[src/rtl/vga_pattern_seq_pkg.sv]
// Shared types, constants and helpers for the VGA pattern sequencer.
package vga_seq_pkg;

  typedef enum logic {
    S_MANUAL = 1'b0,
    S_AUTO   = 1'b1
  } state_t;

  localparam int DEB_CYCLES_DEF = 1000000;
  localparam int DEB_CNT_W      = $clog2(DEB_CYCLES_DEF + 1);

  // Increment modulo n, wrapping from n-1 back to 0.
  function automatic int wrap_inc(input int v, input int n);
    return (v >= n - 1) ? 0 : v + 1;
  endfunction

endpackage

[src/rtl/vga_pattern_seq_if.sv]
// Button/frame inputs and pattern-mux outputs of the VGA pattern sequencer.
interface vga_pattern_seq_if #(
  parameter int SEL_W = 2
);
  logic             btn_c;
  logic             btn_u;
  logic             frame_tick;
  logic [SEL_W-1:0] pattern_sel;
  logic             auto_mode;
  logic             pending;
  logic             blank;

  modport master (
    output btn_c, btn_u, frame_tick,
    input  pattern_sel, auto_mode, pending, blank
  );

  modport slave (
    input  btn_c, btn_u, frame_tick,
    output pattern_sel, auto_mode, pending, blank
  );
endinterface

[src/rtl/vga_pattern_seq_btn_debounce.sv]
// Two-flop synchroniser, stable-level debouncer and one-clk press pulse.
module btn_debounce
  import vga_seq_pkg::*;
#(
  parameter int DEB_CYCLES = DEB_CYCLES_DEF,
  parameter int CNT_W      = DEB_CNT_W
) (
  input  logic clk,
  input  logic rst_n,
  input  logic i_btn,
  output logic o_press
);
  logic             r_sync1;
  logic             r_sync2;
  logic             r_level;
  logic             r_level_d;
  logic             r_press;
  logic [CNT_W-1:0] r_cnt;

  always_ff @(posedge clk or negedge rst_n) begin
    if (!rst_n) begin
      r_sync1   <= 1'b0;
      r_sync2   <= 1'b0;
      r_level   <= 1'b0;
      r_level_d <= 1'b0;
      r_press   <= 1'b0;
      r_cnt     <= '0;
    end else begin
      r_sync1   <= i_btn;
      r_sync2   <= r_sync1;
      r_level_d <= r_level;
      r_press   <= r_level & ~r_level_d;
      // Any sample agreeing with the accepted level restarts the stability count.
      if (r_sync2 == r_level) begin
        r_cnt <= '0;
      end else if (r_cnt == CNT_W'(DEB_CYCLES - 1)) begin
        r_level <= r_sync2;
        r_cnt   <= '0;
      end else begin
        r_cnt <= r_cnt + 1'b1;
      end
    end
  end

  assign o_press = r_press;
endmodule

[src/rtl/vga_pattern_seq.sv]
// Frame-synchronous pattern selector with manual stepping and auto-advance.
// Optional black frame between patterns when VGA_SEQ_BLANK_EN is defined.
module vga_pattern_seq
  import vga_seq_pkg::*;
#(
  parameter int NUM_PATTERNS = 4,
  parameter int SEL_W        = 2,
  parameter int DEB_CYCLES   = 1000000,
  parameter int AUTO_FRAMES  = 60,
  parameter int FCNT_W       = 6
) (
  input  logic                clk,
  input  logic                rst_n,
  vga_pattern_seq_if.slave    bus
);
  state_t            r_state;
  logic [SEL_W-1:0]  r_target;
  logic [SEL_W-1:0]  r_sel;
  logic              r_auto;
  logic              r_pending;
  logic [FCNT_W-1:0] r_fcnt;

  logic              w_c_press;
  logic              w_u_press;
  logic              w_auto_step;
  logic [SEL_W-1:0]  w_wrap_target;
  logic [SEL_W-1:0]  w_tick_target;
  logic [SEL_W-1:0]  w_press_target;
  logic [SEL_W-1:0]  w_sel_next;

  btn_debounce #(.DEB_CYCLES(DEB_CYCLES)) u_deb_c (
    .clk(clk), .rst_n(rst_n), .i_btn(bus.btn_c), .o_press(w_c_press)
  );

  btn_debounce #(.DEB_CYCLES(DEB_CYCLES)) u_deb_u (
    .clk(clk), .rst_n(rst_n), .i_btn(bus.btn_u), .o_press(w_u_press)
  );

  // The tick is resolved first; a coincident press then steps the post-tick target.
  always_comb begin
    w_wrap_target  = SEL_W'(wrap_inc(int'(r_target), NUM_PATTERNS));
    w_auto_step    = bus.frame_tick && (r_state == S_AUTO) && !r_pending &&
                     (r_fcnt == FCNT_W'(AUTO_FRAMES - 1));
    w_tick_target  = w_auto_step ? w_wrap_target : r_target;
    w_press_target = SEL_W'(wrap_inc(int'(w_tick_target), NUM_PATTERNS));
    w_sel_next     = r_sel;
    if (bus.frame_tick && r_pending) begin
      w_sel_next = r_target;
    end else if (w_auto_step) begin
      w_sel_next = w_wrap_target;
    end
  end

  always_ff @(posedge clk or negedge rst_n) begin
    if (!rst_n) begin
      r_state   <= S_MANUAL;
      r_target  <= '0;
      r_sel     <= '0;
      r_auto    <= 1'b0;
      r_pending <= 1'b0;
      r_fcnt    <= '0;
    end else begin
      r_sel    <= w_sel_next;
      r_target <= w_c_press ? w_press_target : w_tick_target;
      if (w_c_press) begin
        r_pending <= 1'b1;
      end else if (bus.frame_tick) begin
        r_pending <= 1'b0;
      end
      case (r_state)
        S_MANUAL: begin
          if (w_u_press) begin
            r_state <= S_AUTO;
            r_auto  <= 1'b1;
            r_fcnt  <= '0;
          end
        end
        S_AUTO: begin
          if (bus.frame_tick) begin
            r_fcnt <= (r_pending || w_auto_step) ? '0 : r_fcnt + 1'b1;
          end
          if (w_u_press) begin
            r_state <= S_MANUAL;
            r_auto  <= 1'b0;
            r_fcnt  <= '0;
          end
        end
      endcase
    end
  end

`ifdef VGA_SEQ_BLANK_EN
  logic r_blank;

  always_ff @(posedge clk or negedge rst_n) begin
    if (!rst_n) begin
      r_blank <= 1'b0;
    end else if (bus.frame_tick) begin
      r_blank <= (w_sel_next != r_sel);
    end
  end

  assign bus.blank = r_blank;
`else
  assign bus.blank = 1'b0;
`endif

  assign bus.pattern_sel = r_sel;
  assign bus.auto_mode   = r_auto;
  assign bus.pending     = r_pending;
endmodule

[src/flat_wrapper.sv]
// flat-port wrapper written by rule: the top's interface ports become plain ports
module vga_pattern_seq_flat import vga_seq_pkg::*;
#(
  parameter int NUM_PATTERNS = 4,
  parameter int SEL_W        = 2,
  parameter int DEB_CYCLES   = 1000000,
  parameter int AUTO_FRAMES  = 60,
  parameter int FCNT_W       = 6
)
  (clk, rst_n, bus_btn_c, bus_btn_u, bus_frame_tick, bus_pattern_sel, bus_auto_mode, bus_pending, bus_blank);
  vga_pattern_seq_if #(.SEL_W(SEL_W)) bus_i ();
  input  logic clk;
  input  logic rst_n;
  input wire logic [$bits(bus_i.btn_c)-1:0] bus_btn_c;
  input wire logic [$bits(bus_i.btn_u)-1:0] bus_btn_u;
  input wire logic [$bits(bus_i.frame_tick)-1:0] bus_frame_tick;
  output wire logic [$bits(bus_i.pattern_sel)-1:0] bus_pattern_sel;
  output wire logic [$bits(bus_i.auto_mode)-1:0] bus_auto_mode;
  output wire logic [$bits(bus_i.pending)-1:0] bus_pending;
  output wire logic [$bits(bus_i.blank)-1:0] bus_blank;
  assign bus_i.btn_c = bus_btn_c;
  assign bus_i.btn_u = bus_btn_u;
  assign bus_i.frame_tick = bus_frame_tick;
  assign bus_pattern_sel = bus_i.pattern_sel;
  assign bus_auto_mode = bus_i.auto_mode;
  assign bus_pending = bus_i.pending;
  assign bus_blank = bus_i.blank;
  vga_pattern_seq #(.NUM_PATTERNS(NUM_PATTERNS), .SEL_W(SEL_W), .DEB_CYCLES(DEB_CYCLES), .AUTO_FRAMES(AUTO_FRAMES), .FCNT_W(FCNT_W)) u_core (.clk(clk), .rst_n(rst_n), .bus(bus_i));
endmodule
[config.mk]
export PLATFORM = sky130hd
export DESIGN_NAME = vga_pattern_seq_flat
export DESIGN_NICKNAME = d
export VERILOG_FILES = /design/src/rtl/vga_pattern_seq_pkg.sv /design/src/rtl/vga_pattern_seq_if.sv /design/src/rtl/vga_pattern_seq_btn_debounce.sv /design/src/rtl/vga_pattern_seq.sv /design/src/flat_wrapper.sv
export SDC_FILE = /design/constraint.sdc
export NUM_CORES = 1
export LEC_CHECK = 0
export BUFFER_PORTS_ARGS = -buffer_cell sky130_fd_sc_hd__buf_2
export CAP_MARGIN = 20
export CORE_ASPECT_RATIO = 1.2
export CORE_UTILIZATION = 38
export CTS_BUF_LIST = sky130_fd_sc_hd__clkbuf_8
export CTS_CLUSTER_SIZE = 20
export DETAILED_ROUTE_END_ITERATION = 8
export HOLD_SLACK_MARGIN = 0.15
export SLEW_MARGIN = 15
export SYNTH_ARGS = -nofsm -noshare
export SYNTH_HDL_FRONTEND = slang
export SYNTH_SLANG_ARGS = --single-unit
[constraint.sdc]
create_clock -name clk -period 2 [get_ports clk]
set_input_delay 0.2 -clock clk [delete_from_list [all_inputs] [get_ports clk]]
set_output_delay 0.2 -clock clk [all_outputs]
set_load 0.005 [all_outputs]
=== Word level (Yosys, flattened, before mapping) ===
Cells that the tools add are included.

* $add $sub $neg: 5
* Equality and inequality tests: 8
* Muxes and demuxes: 23
* Reduce and logical (&&, ||, !) cells: 12
* Bitwise logic cells: 7
* $lt $le $gt $ge: 2

{| class="wikitable"
|+ Operators by type and width
! cell !! number
|-
| 2-to-1 mux 20 bit || 4
|-
| adder 20 x 1 -> 20 bit (second input constant) || 2
|-
| == test 20 bit (second input constant) || 2
|-
| 2-to-1 mux 6 bit || 4
|-
| 2-to-1 mux 2 bit || 6
|-
| one-hot mux 6 bit (2 select lines) || 1
|-
| AND reduction 2 bit || 4
|-
| adder 6 x 1 -> 6 bit (second input constant) || 1
|-
| == test 6 bit (second input constant) || 1
|-
| 2-to-1 mux 1 bit || 6
|-
| NOT 1 bit || 5
|-
| adder 2 x 1 -> 2 bit (second input constant) || 2
|-
| greater-or-equal comparator 2 bit (second input constant) || 2
|-
| logical AND 1 bit || 4
|-
| != test 2 bit (second input constant) || 2
|-
| one-hot mux 1 bit (2 select lines) || 2
|-
| nonzero test 2 bit || 2
|-
| != test 3 bit (second input constant) || 1
|-
| bitwise AND 1 bit || 2
|-
| == test 1 bit || 2
|-
| logical NOT 1 bit || 1
|-
| logical OR 1 bit || 1
|}

* Bits of input ports: 5
* Register bits: 63
* Output and inout bits: 5

=== Depth between registers and ports, before layout ===
* Depth in word-level cells: 8
* Gate-level depth with buffers: 6

=== Modules after synthesis ===
Synthesis repeated with hierarchy kept, for this count alone.

* Cells, all modules: 296
* Area total of the unflattened synthesis: 3093.0 um^2

{| class="wikitable"
|+ Modules (own cells, without submodules)
! module !! cells each !! seq. area each (um^2) !! area an instance (um^2) !! instances
|-
| btn_debounce || 111 || 625.6 || 1171.1 || 2
|-
| vga_pattern_seq || 74 || 325.3 || 750.7 || 1
|}

=== Least setup slack after synthesis ===
No wires, ideal clock.

* Kind: reg2reg
* From: register u_core.u_deb_u.r_cnt[2]
* To: register u_core.u_deb_u.r_cnt[17]
* Required time: 1.922 ns
* Library setup time: 0.078 ns
* Arrival time: 1.703 ns
* Stages on the path, launching flop included: 6
* Setup slack: 0.219 ns
* Period minus slack after synthesis: 1.781 ns
* Cells stage by stage: dfrtp_1 > nand4_4 > or4_1 > buf_2 > or3_1 > a21oi_1

* Word-level cells in the longest chain between the ends: 3

{| class="wikitable"
|+ Ends and longest elaborated chain
! what !! line !! source
|-
| from (decl) || vga_pattern_seq_btn_debounce.sv:18 || <nowiki>logic [CNT_W-1:0] r_cnt;</nowiki>
|-
| from (signal assigned) || vga_pattern_seq_btn_debounce.sv:40 || <nowiki>r_cnt <= r_cnt + 1'b1;</nowiki>
|-
| adder 20 x 1 -> 20 bit / == test 20 bit (equally long branches) || vga_pattern_seq_btn_debounce.sv:40, vga_pattern_seq_btn_debounce.sv:36 ||
|-
| 2-to-1 mux 20 bit * || vga_pattern_seq_btn_debounce.sv:36 || <nowiki>end else if (r_cnt == CNT_W'(DEB_CYCLES - 1)) begin</nowiki>
|-
| 2-to-1 mux 20 bit * || vga_pattern_seq_btn_debounce.sv:34 || <nowiki>if (r_sync2 == r_level) begin</nowiki>
|}

Every way passes the cells marked *; elsewhere a longest branch is shown, timed or not.
A chain may end at the register's enable or synchronous reset.

=== Worst setup path after layout ===
* From: register u_core.u_deb_u.r_cnt[2]
* To: register u_core.u_deb_u.r_cnt[19]

The elaborated chain is that of the path after synthesis.

==> out/metrics.yaml <==
status: "finished, final reports clean"
finalClockSkew_ns: 0.0102
clkTransAtPathRegs_ns: 0.07
crit_type: "flip-flop to flip-flop"
grt_first_pass_wirelength_mm: 9.71
first_iter_violations: 130
hold_viol: 0
yosys_most_used_dff: "dfrtp_1"
synth_edf_count: 0
grt_pass1_vias: 2208
clock_latency_ns: 0.34
cts_tree: "yes"
ys_seq_area_share_pct: 52.2
syn-instance-count: 300
initial_utilization_pct: 39.2
final_nets: 332
rows: 35
synth_area_sq_mm: 0.00302
via_per_inst: 5.37
ant_nets: 0
vias: 2245
die_w_um: 83.4
layoutNonFillerInstCount: 418
cts_sinks: 63
finalCritPeriodShare_pct: 90.9
core_sq_mm: 0.00771
io_pins: 10
antenna_cells: 0
yosysWarnings: 0
route.detailed.drc: 0
synth_cell_types: 40
grt_start_max_net_pins: 64
ys_ff_latch: 63
drt_wl_total_mm: 5.32
path_delay_family: "simple AND/OR/NAND/NOR gates"
gr-total-overflow: 0
startpoint_type: "flip-flop"
async_flop_share_pct: 100
wire_per_inst_um: 12.7
numCtsBuffers: 9
yosys.area.top_type: "dfrtp_1"
min_path_type: "flip-flop to flip-flop"
cts_root_buf: "clkbuf_8"
final.setup.tns_ns: 0
nFillCells: 755
post_cts_buffers: 0
place_inst: 398
syn_nets: 311
finalSetupViolCount: 0
crit_slowest_cell: "or4_4"
fmax_mhz: 550
place_congestion: 0.816
htree_levels: 3
grt_usage_pct: 14.5
path_buf_inv: 0
crit_chain: "nand4_4 -> or4_4 -> or3_1 -> a21oi_1"
max_cap_violations: 0
place_hpwl_mm: 3.60
fin_crit_ns: 1.82
rsz0062_at_grt: "no"
synth_common_cells: "63 x dfrtp_1, 33 x nor2_1, 22 x nand2_1"
path_max_fanout: 7
cts_buffer_depth: 2
finalMaxSlewViolations: 0
syn_to_final_growth_pct: 14.6
max_stage_delay_ns: 0.60
critPathCaptureType: "flip-flop"
p_leak_nw: 1.53
synth.avg_cell_area_sq_um: 10.1
dieArea_sq_mm: 0.00830
synth_most_common_cell: "dfrtp_1"
die_h_um: 99.6
required_ns: 2.26
ir_drop_mv: 0.295
first_pass_iters: 4
portBuffers: 8
synth_top_area_share_pct: 52.2
drive_gt1_share_pct: 13.2
powerDensity_mw_per_mm2: 717
antenna_found_initial: 0
cp.arrival_ns: 2.08
synthTopCellsByArea: "dfrtp_1 52%, xor2_1 6.1%, nor2_1 4.1%, nand4_1 3.3%, nand2_1 2.7%"
## worst register-to-register path, cell delays in order, from the launching register on
cell and delay [ns]:
dfrtp_1 0.47, nand4_4 0.17, or4_4 0.60, or3_1 0.37, a21oi_1 0.14
## cells in the final DEF, fill, tap and decap left out, drive strengths merged, types with 4 or more instances in the layout
cell type,netlist,layout
xnor2,9,9
o31ai,5,5
or3,7,7
nor2,33,33
clkbuf,7,10
a21oi,12,12
and4,4,4
nor4,8,8
buf,5,18
nand3,16,16
and3,5,5
nand2,22,22
nor2b,4,4
ha,6,6
nand4,17,17
o21ai,14,14
xor2,21,21
inv,9,9
dlygate4sd3,0,4
dfrtp,63,63
nor3,4,4
or4,5,5
## layout make-up
cell class                 instances  area (sq um)  share of cell area (%)
timing repair buffer              22           168                    4.85
clock buffer                      10           138                    3.98
multi-input combinational        216          1370                    39.6
sequential                        63          1580                    45.6
inverter                           9          33.8                   0.976
clock inverter                     6          60.1                    1.74
tap                               92           115                    3.33
## registers in the layout, summed over array words and instances, names as in the netlist, 2 cells and up
register / flops
u_core.bus.pattern_sel: 2
u_core.r_fcnt: 6
u_core.r_target: 2
u_core.u_deb_c.r_cnt: 20
u_core.u_deb_u.r_cnt: 20
## kinds of logic after synthesis
family / Yosys count / share of synthesized area, %
XOR/XNOR: 30 / 8.71
other: 1 / 0.124
AND/OR/NAND/NOR: 138 / 25.0
adder cells (fa/ha/maj): 6 / 2.49
multiplexers: 4 / 1.41
flip-flops: 63 / 52.2
buffers and inverters: 21 / 2.86
AO/OA/AOI/OAI: 37 / 7.13
## report_power, final
part           leakage [nW]  switching (mW)  total, mW  internal, mW
sequential            0.864          0.0122       1.30          1.29
combinational         0.564          0.0594     0.0918        0.0324
clock                0.0981           0.484       1.09         0.602
## per-stage QoR
step	total power [mW]	hold slack [ns]	worst slack, ns	instance area [sq um]	util, %
2_1_floorplan	1.36	-0.0956	0.219	3020	-
3_3_place_gp	1.41	0.241	0.164	3220	41.8
3_5_place_dp	1.42	0.243	0.110	3220	41.8
4_1_cts	2.53	0.352	0.109	3460	44.8
5_1_grt	2.59	0.362	0.0590	3460	44.9
6_report	2.48	0.349	0.183	3460	44.9
## routing by layer
layer	share of wire, %	routed length [um]	vias to the layer above	track usage (%)
li1	-	-	1109	-
met4	1.6	86	0	8.09
met5	0	0	-	0
met2	50	2640	42	24.2
met3	3.1	167	9	3.07
met1	46	2420	1085	17.4
## final timing paths
path                                       endpoint                     from  depth (start not counted)  slack (ns)
setup / recovery           u_core.u_deb_u.r_cnt[19]  u_core.u_deb_u.r_cnt[2]                          4        0.18
min in group asynchronous          u_core.r_fcnt[4]                    rst_n                          3        0.41
hold reg to reg              u_core.u_deb_u.r_sync2   u_core.u_deb_u.r_sync1                          0        0.35
setup reg to reg           u_core.u_deb_u.r_cnt[19]  u_core.u_deb_u.r_cnt[2]                          4        0.18
max in group asynchronous   u_core.u_deb_c.r_cnt[3]                    rst_n                          3        1.33
hold / removal               u_core.u_deb_u.r_sync2   u_core.u_deb_u.r_sync1                          0        0.35
## what timing repair did
| item | 4_1_cts | 5_1_grt |
|---|---|---|
| endpoints found under the hold margin | 66 | 0 |
| setup endpoints to repair | 0 | 1 |
| gates resized for setup | 0 | 1 |
| hold buffers | 4 | 0 |
No activity file was read; power rests on OpenSTA's default activity.
